[config.mk]
export PLATFORM = sky130hd
export DESIGN_NAME = level_scroll_ctrl_flat
export DESIGN_NICKNAME = d
export VERILOG_FILES = /design/src/rtl/level_scroll_ctrl_pkg.sv /design/src/rtl/level_scroll_ctrl_if.sv /design/src/rtl/level_scroll_ctrl.sv /design/src/flat_wrapper.sv
export SDC_FILE = /design/constraint.sdc
export NUM_CORES = 1
export LEC_CHECK = 0
export CAP_MARGIN = 10
export CORE_MARGIN = 1
export CORE_UTILIZATION = 35
export CTS_CLUSTER_DIAMETER = 200
export DETAILED_ROUTE_END_ITERATION = 7
export PLACE_DENSITY = 0.79
export SLEW_MARGIN = 20
export SYNTH_ARGS = -nofsm -noshare
export SYNTH_HDL_FRONTEND = slang
export SYNTH_SLANG_ARGS = --single-unit
[constraint.sdc]
create_clock -name Clk -period 6.2 [get_ports Clk]
set_clock_uncertainty 0.05 [all_clocks]
set_input_delay 1.86 -clock Clk [delete_from_list [all_inputs] [get_ports Clk]]
set_output_delay 1.86 -clock Clk [all_outputs]
set_load 0.005 [all_outputs]
[src/rtl/level_scroll_ctrl_pkg.sv]
// Shared game constants and the scroll controller state encoding.
package level_scroll_ctrl_pkg;

  localparam int unsigned COL_W     = 30;   // one packed column: 10 blocks x 3 bits
  localparam int unsigned BLK_W     = 3;
  localparam int unsigned COL_PX    = 40;   // pixel width of one column
  localparam int unsigned SCREEN_X0 = 120;  // X pixel of the leftmost on-screen column
  localparam int unsigned XPOS_W    = 10;
  localparam int unsigned ADDR_W    = 8;

  typedef enum logic [2:0] {
    ST_IDLE,
    ST_FILL_RD,
    ST_FILL_WAIT,
    ST_FILL_SHIFT,
    ST_WAIT_FRAME,
    ST_SCROLL_RD,
    ST_SCROLL_WAIT,
    ST_SCROLL_SHIFT
  } state_e;

endpackage

[src/rtl/level_scroll_ctrl_if.sv]
// Control, ROM and block-array signals of the level scroll controller.
interface level_scroll_ctrl_if;
  import level_scroll_ctrl_pkg::*;

  logic              level_start;
  logic              frame_start;
  logic [XPOS_W-1:0] Mario_X_Pos;
  logic              rom_rd;
  logic [ADDR_W-1:0] rom_addr;
  logic [COL_W-1:0]  rom_data;
  logic [COL_W-1:0]  new_block_id;
  logic              Shift;
  logic              mario_shift;
  logic [ADDR_W-1:0] current_col;
  logic              busy;
  logic              level_end;

  // Environment side: game timing, Mario position and the level ROM
  modport master (
    output level_start, frame_start, Mario_X_Pos, rom_data,
    input  rom_rd, rom_addr, new_block_id, Shift, mario_shift,
           current_col, busy, level_end
  );

  // Controller side
  modport slave (
    input  level_start, frame_start, Mario_X_Pos, rom_data,
    output rom_rd, rom_addr, new_block_id, Shift, mario_shift,
           current_col, busy, level_end
  );

endinterface

[src/rtl/level_scroll_ctrl.sv]
// Streams level columns from ROM into the block array: initial screen fill,
// then at most one scroll column per frame while Mario is past the scroll line.
module level_scroll_ctrl
  import level_scroll_ctrl_pkg::*;
#(
  parameter logic [XPOS_W-1:0] SCROLL_X = 10'd320,
  parameter logic [ADDR_W-1:0] NUM_COLS = 8'd200,
  parameter logic [ADDR_W-1:0] VIS_COLS = 8'd10
) (
  input  logic               Clk,
  input  logic               Reset_n,
  level_scroll_ctrl_if.slave bus
);

  state_e            state_q, state_d;
  logic [ADDR_W-1:0] col_q, col_d, col_inc;
  logic              rom_rd_q, rom_rd_d;
  logic [ADDR_W-1:0] rom_addr_q, rom_addr_d;
  logic [COL_W-1:0]  nbid_q, nbid_d;
  logic              shift_q, shift_d;
  logic              mshift_q, mshift_d;

  // State and registered outputs
  always_ff @(posedge Clk or negedge Reset_n) begin
    if (!Reset_n) begin
      state_q    <= ST_IDLE;
      col_q      <= '0;
      rom_rd_q   <= 1'b0;
      rom_addr_q <= '0;
      nbid_q     <= '0;
      shift_q    <= 1'b0;
      mshift_q   <= 1'b0;
    end else begin
      state_q    <= state_d;
      col_q      <= col_d;
      rom_rd_q   <= rom_rd_d;
      rom_addr_q <= rom_addr_d;
      nbid_q     <= nbid_d;
      shift_q    <= shift_d;
      mshift_q   <= mshift_d;
    end
  end

  // Next state and column counter; level_start overrides everything
  always_comb begin
    state_d = state_q;
    col_d   = col_q;
    col_inc = (col_q < NUM_COLS) ? col_q + ADDR_W'(1) : col_q;
    if (bus.level_start) begin
      state_d = ST_FILL_RD;
      col_d   = '0;
    end else begin
      unique case (state_q)
        ST_IDLE:        state_d = ST_IDLE;
        ST_FILL_RD:     state_d = ST_FILL_WAIT;
        ST_FILL_WAIT:   state_d = ST_FILL_SHIFT;
        ST_FILL_SHIFT: begin
          col_d   = col_inc;
          // Also stop at level end in case the level is shorter than the screen
          state_d = (col_inc < VIS_COLS && col_inc < NUM_COLS) ? ST_FILL_RD : ST_WAIT_FRAME;
        end
        ST_WAIT_FRAME: begin
          if (bus.frame_start && bus.Mario_X_Pos >= SCROLL_X && col_q < NUM_COLS)
            state_d = ST_SCROLL_RD;
        end
        ST_SCROLL_RD:   state_d = ST_SCROLL_WAIT;
        ST_SCROLL_WAIT: state_d = ST_SCROLL_SHIFT;
        ST_SCROLL_SHIFT: begin
          col_d   = col_inc;
          state_d = ST_WAIT_FRAME;
        end
        default:        state_d = ST_IDLE;
      endcase
    end
  end

  // Output pulses are decoded from the next state so they line up with it
  always_comb begin
    rom_rd_d   = (state_d == ST_FILL_RD) || (state_d == ST_SCROLL_RD);
    rom_addr_d = rom_rd_d ? col_d : rom_addr_q;
    shift_d    = (state_d == ST_FILL_SHIFT) || (state_d == ST_SCROLL_SHIFT);
    mshift_d   = (state_d == ST_SCROLL_SHIFT);
    nbid_d     = shift_d ? bus.rom_data : nbid_q;
  end

  assign bus.rom_rd       = rom_rd_q;
  assign bus.rom_addr     = rom_addr_q;
  assign bus.new_block_id = nbid_q;
  assign bus.Shift        = shift_q;
  assign bus.mario_shift  = mshift_q;
  assign bus.current_col  = col_q;
  assign bus.busy         = !((state_q == ST_IDLE) || (state_q == ST_WAIT_FRAME));
  assign bus.level_end    = (col_q == NUM_COLS);

endmodule

[src/flat_wrapper.sv]
// flat-port wrapper written by rule: the top's interface ports become plain ports
module level_scroll_ctrl_flat import level_scroll_ctrl_pkg::*;
#(
  parameter logic [XPOS_W-1:0] SCROLL_X = 10'd320,
  parameter logic [ADDR_W-1:0] NUM_COLS = 8'd200,
  parameter logic [ADDR_W-1:0] VIS_COLS = 8'd10
)
  (Clk, Reset_n, bus_level_start, bus_frame_start, bus_Mario_X_Pos, bus_rom_data, bus_rom_rd, bus_rom_addr, bus_new_block_id, bus_Shift, bus_mario_shift, bus_current_col, bus_busy, bus_level_end);
  level_scroll_ctrl_if bus_i ();
  input  logic Clk;
  input  logic Reset_n;
  input wire logic [$bits(bus_i.level_start)-1:0] bus_level_start;
  input wire logic [$bits(bus_i.frame_start)-1:0] bus_frame_start;
  input wire logic [$bits(bus_i.Mario_X_Pos)-1:0] bus_Mario_X_Pos;
  input wire logic [$bits(bus_i.rom_data)-1:0] bus_rom_data;
  output wire logic [$bits(bus_i.rom_rd)-1:0] bus_rom_rd;
  output wire logic [$bits(bus_i.rom_addr)-1:0] bus_rom_addr;
  output wire logic [$bits(bus_i.new_block_id)-1:0] bus_new_block_id;
  output wire logic [$bits(bus_i.Shift)-1:0] bus_Shift;
  output wire logic [$bits(bus_i.mario_shift)-1:0] bus_mario_shift;
  output wire logic [$bits(bus_i.current_col)-1:0] bus_current_col;
  output wire logic [$bits(bus_i.busy)-1:0] bus_busy;
  output wire logic [$bits(bus_i.level_end)-1:0] bus_level_end;
  assign bus_i.level_start = bus_level_start;
  assign bus_i.frame_start = bus_frame_start;
  assign bus_i.Mario_X_Pos = bus_Mario_X_Pos;
  assign bus_i.rom_data = bus_rom_data;
  assign bus_rom_rd = bus_i.rom_rd;
  assign bus_rom_addr = bus_i.rom_addr;
  assign bus_new_block_id = bus_i.new_block_id;
  assign bus_Shift = bus_i.Shift;
  assign bus_mario_shift = bus_i.mario_shift;
  assign bus_current_col = bus_i.current_col;
  assign bus_busy = bus_i.busy;
  assign bus_level_end = bus_i.level_end;
  level_scroll_ctrl #(.SCROLL_X(SCROLL_X), .NUM_COLS(NUM_COLS), .VIS_COLS(VIS_COLS)) u_core (.Clk(Clk), .Reset_n(Reset_n), .bus(bus_i));
endmodule
; After elaboration in Yosys (flattened, before gate mapping)
; Cells that the tools add are included.
[classes]
n_addsub = 1
order_cmp = 4
eq_ne = 12
n_mux = 7
reduce_logical = 9
[op_table]
columns = cell, n
row1 = 2-to-1 mux 8 bit, 3
row2 = case mux 3 bit (8 select lines), 1
row3 = "equality test 3 bit, second input constant", 6
row4 = "less-than comparator 8 bit, second input constant", 2
row5 = "greater-or-equal comparator 10 x 9 -> 1 bit, second input constant", 1
row6 = "equality test 3 x 2 -> 1 bit, second input constant", 3
row7 = 2-to-1 mux 3 bit, 3
row8 = "adder 8 x 1 -> 8 bit, second input constant", 1
row9 = "equality test 8 bit, second input constant", 1
row10 = "less-than comparator 8 x 4 -> 1 bit, second input constant", 1
row11 = "equality test 3 x 1 -> 1 bit, second input constant", 2
row12 = logical AND 1 bit, 3
row13 = zero test 3 bit, 1
row14 = logical OR 1 bit, 3
row15 = OR reduction 2 bit, 1
row16 = zero test 1 bit, 1
[totals]
register_bits = 52
input_bits = 44

; Longest topological paths before layout
[depth]
ltp_word = 9
mapped_depth = 7
ltp_nobuf = 7

; Least setup slack after synthesis
; No wires, ideal clock.
[synth_path]
path_type = in2reg
from = in bus_level_start
to = reg u_core.nbid_q[10], in the netlist u_core.bus.new_block_id[10]
arrival_time_ps = 2810
t_required_ps = 6025
setup_slack_ps = 3215
cell_stages = 3
path_buffers = 1
path_cell_list = nor2_1 > clkbuf_1 > mux2_2
[synth_via]
elab_chain_len = 3
elab_cells_between_ends = 4
[synth_rtl]
columns = item, line_no
row1 = from (decl), flat_wrapper.sv:12  ; input wire logic [$bits(bus_i.level_start)-1:0] bus_level_start;
row2 = 2-to-1 mux 3 bit *, level_scroll_ctrl.sv:49  ; if (bus.level_start) begin
row3 = equality test 3 x 2 -> 1 bit or equality test 3 bit (tied branches), level_scroll_ctrl.sv:81  ; shift_d = (state_d == ST_FILL_SHIFT) || (state_d == ST_SCROLL_SHIFT);
row4 = logical OR 1 bit *, level_scroll_ctrl.sv:81
row5 = to (signal assigned), level_scroll_ctrl.sv:38  ; nbid_q <= nbid_d;
row6 = to (decl), level_scroll_ctrl.sv:19  ; logic [COL_W-1:0] nbid_q, nbid_d;
; Every way passes the cells marked *; elsewhere a longest branch is shown, timed or not.
; A chain may end at the register's enable or synchronous reset.

; Final worst setup path
[layout_path]
from = in bus_level_start
to = reg u_core.nbid_q[4], in the netlist u_core.bus.new_block_id[4]
; Same word-level chain as after synthesis.

==> impl_metrics.json <==
{
  "worst_slack_ns": 2.14,
  "rsz0062_at_grt": "no",
  "dpl.hpwl_um": 3680,
  "synth_cell_types": 42,
  "synth_area_per_cell_sq_um": 12.7,
  "endpoint_kind": "flip-flop",
  "muxShareOfSynthArea": 0.183,
  "fmax_mhz": 247,
  "worst-path-max-fanout": 21,
  "clock_latency_ns": 0.31,
  "layout-drive-gt1-share": 0.206,
  "synth-compound-area-share": 0.0841,
  "dr.pass1.iters": 4,
  "critical_path_class": "in -> reg",
  "hold_ws_ns": 0.464,
  "syn_nets": 230,
  "synthToLayoutAreaGrowth_pct": 44.8,
  "synth-simple-area-share": 0.120,
  "core_sq_um": 6390,
  "synth-edff-count": 0,
  "worstPathArrival_ns": 4.20,
  "place.gp.congestion": 0.812,
  "ys_async_sr_fraction": 1.00,
  "start_util": 0.366,
  "post_drt_wl_per_cell_um": 14.7,
  "cts_sinks": 52,
  "h-tree-depth": 2,
  "io_pins": 95,
  "r2r_cells": 7,
  "netlist_instances": 184,
  "setup_viol": 0,
  "wirelength_met1_um": 2190,
  "synth_top_family_by_area": "multiplexers",
  "hp-class": "reg -> reg",
  "cts_resized": 0,
  "hold_buffers": 0,
  "required_ns": 6.35,
  "worst_pin_slew_ns": 0.780,
  "worstHoldPathCells": 1,
  "slew_headroom": 0.478,
  "grt_max_degree": 53,
  "fp-row-count": 29,
  "drt.antenna.violating_nets": 0,
  "cts-buffers-inserted": 5,
  "setup_tns_ns": 0,
  "via_per_inst": 5.03,
  "power_density_nw_per_um2": 300,
  "drcViolationCount": 0,
  "dr_wl_met2_um": 2500,
  "start_kind": "primary input",
  "nets": 317,
  "slew_violations": 0,
  "synth-adder-area-share": 0.0107,
  "dp_slack_ns": 1.79,
  "root_buffer": "clkbuf_8",
  "port_buffers": 88,
  "ys_warn_count": 0,
  "ys.flop_type": "dfrtp_1",
  "synth_seq_cells": 52,
  "cts_tree": "done",
  "overflow": 0,
  "synth.cells.most_frequent": "dfrtp_1, mux2_2, nor2_1",
  "synth-seq-area-share": 0.557,
  "wl_met3_um": 369,
  "clk_pin_slew_ns": 0.10,
  "fin_crit_sh": 0.654,
  "wirelength_um": 5130,
  "drv_cap": 0,
  "clockBufferDepth": 2,
  "peakVddDrop_uv": 196,
  "yosys.area.top_type": "dfrtp_1",
  "drtIter0Drc": 59,
  "hold_viol": 0,
  "synth_xor_area_frac": 0.0150,
  "synthTopCellsByArea": "dfrtp_1, mux2_2, nor2b_1",
  "antenna_cells": 0,
  "antenna_found_initial": 0,
  "fillers": 571,
  "routed.top_layer": "met4",
  "postCtsSetupRepairBufs": 0,
  "die_w_um": 83.7,
  "power.leakage_nw": 1.40,
  "dr_total_vias": 1755,
  "grt_pass1_vias": 1793,
  "status": "finished clean",
  "grt_pass1_wl_um": 8640,
  "die_area_sq_um": 7000,
  "grt_usage": 0.154,
  "synth_top_area_share": 0.557,
  "die_h_um": 83.7,
  "synth_most_common_cell": "dfrtp_1",
  "fin_crit_ns": 4.06,
  "synth_area_sq_um": 2330
}
-- metrics by stage --
| stage | util | instance area, sq um | std cells | power, mW |
|---|---|---|---|---|
| 3_5_place_dp | 0.511 | 3270 | 341 | 0.788 |
| 2_1_floorplan | - | 2330 | 184 | 0.570 |
| 4_1_cts | 0.529 | 3380 | 349 | 1.03 |
| 3_3_place_gp | 0.511 | 3270 | 341 | 0.777 |
| 5_1_grt | 0.529 | 3380 | 349 | 1.07 |
| 6_report | 0.529 | 3380 | 349 | 1.01 |
-- flip-flops by register name (all words and copies together) (netlist names) --
signal and flops:
u_core.bus.mario_shift 1, u_core.bus.Shift 1, u_core.bus.rom_rd 1, u_core.bus.current_col 8, u_core.bus.rom_addr 8, u_core.state_q 3, u_core.bus.new_block_id 30
-- metal layers --
layer | up-vias | GRT usage
li1 | 826 | -
met4 | 0 | 0.0447
met5 | - | 0
met3 | 9 | 0.0514
met1 | 860 | 0.193
met2 | 60 | 0.251
-- report_power, final --
part	total [mW]	switching [mW]	internal, mW
clock network	0.239	0.117	0.122
logic	0.312	0.0885	0.223
registers	0.463	0.0428	0.420
-- path summary, 6_finish.rpt --
check	from	to	slack, ns
max in group asynchronous	Reset_n	u_core.bus.new_block_id[15]$_DFFE_PN0P_	4.07
worst min-delay path	u_core.bus.new_block_id[15]$_DFFE_PN0P_	u_core.bus.new_block_id[15]$_DFFE_PN0P_	0.46
worst min register to register	u_core.bus.new_block_id[15]$_DFFE_PN0P_	u_core.bus.new_block_id[15]$_DFFE_PN0P_	0.46
min in group asynchronous	Reset_n	u_core.bus.new_block_id[11]$_DFFE_PN0P_	1.61
worst max-delay path	bus_level_start	u_core.bus.new_block_id[4]$_DFFE_PN0P_	2.14
worst max register to register	u_core.bus.current_col[0]$_DFF_PN0_	u_core.bus.rom_addr[0]$_DFFE_PN0P_	3.72
-- cell usage in the layout (no fill, tap or decap), types with 2 or more instances in the layout --
cell type and n:
mux2_2 38, ha_1 2, o21ai_0 2, o211ai_1 3, nand2_1 7, clkdlybuf4s50_1 87
clkbuf_8 5, nor3_1 4, and2_1 3, nand3_1 2, nor4_1 2, buf_4 2
xnor2_1 4, inv_1 3, nand2b_1 3, a21oi_1 6, dfrtp_1 52, nor2b_1 9
nor2_1 12
-- critical path, cell delays in order --
cell             delay [ns]
clkdlybuf4s50_1        0.81
nor2_2                 0.78
buf_4                  0.38
mux2_2                 0.37
-- final cells by class --
type                       instances  area, sq um  area share
timing repair buffer              90          891       0.264
inverter                           3         11.3     0.00333
multi-input combinational        119          966       0.286
sequential                        52         1300       0.385
tap                               77         96.3      0.0285
clock inverter                     3         46.3      0.0137
clock buffer                       5         68.8      0.0204
-- cell families (layout without fill, tap and decap cells) --
logic type	count (synthesis)	count (layout)
xor+xnor	4	4
buf+inv	13	101
compound gates	23	23
simple gates	52	52
flops	52	52
fa+ha+maj	2	2
mux	38	38
Note: power is estimated with default switching activity, not from simulation.
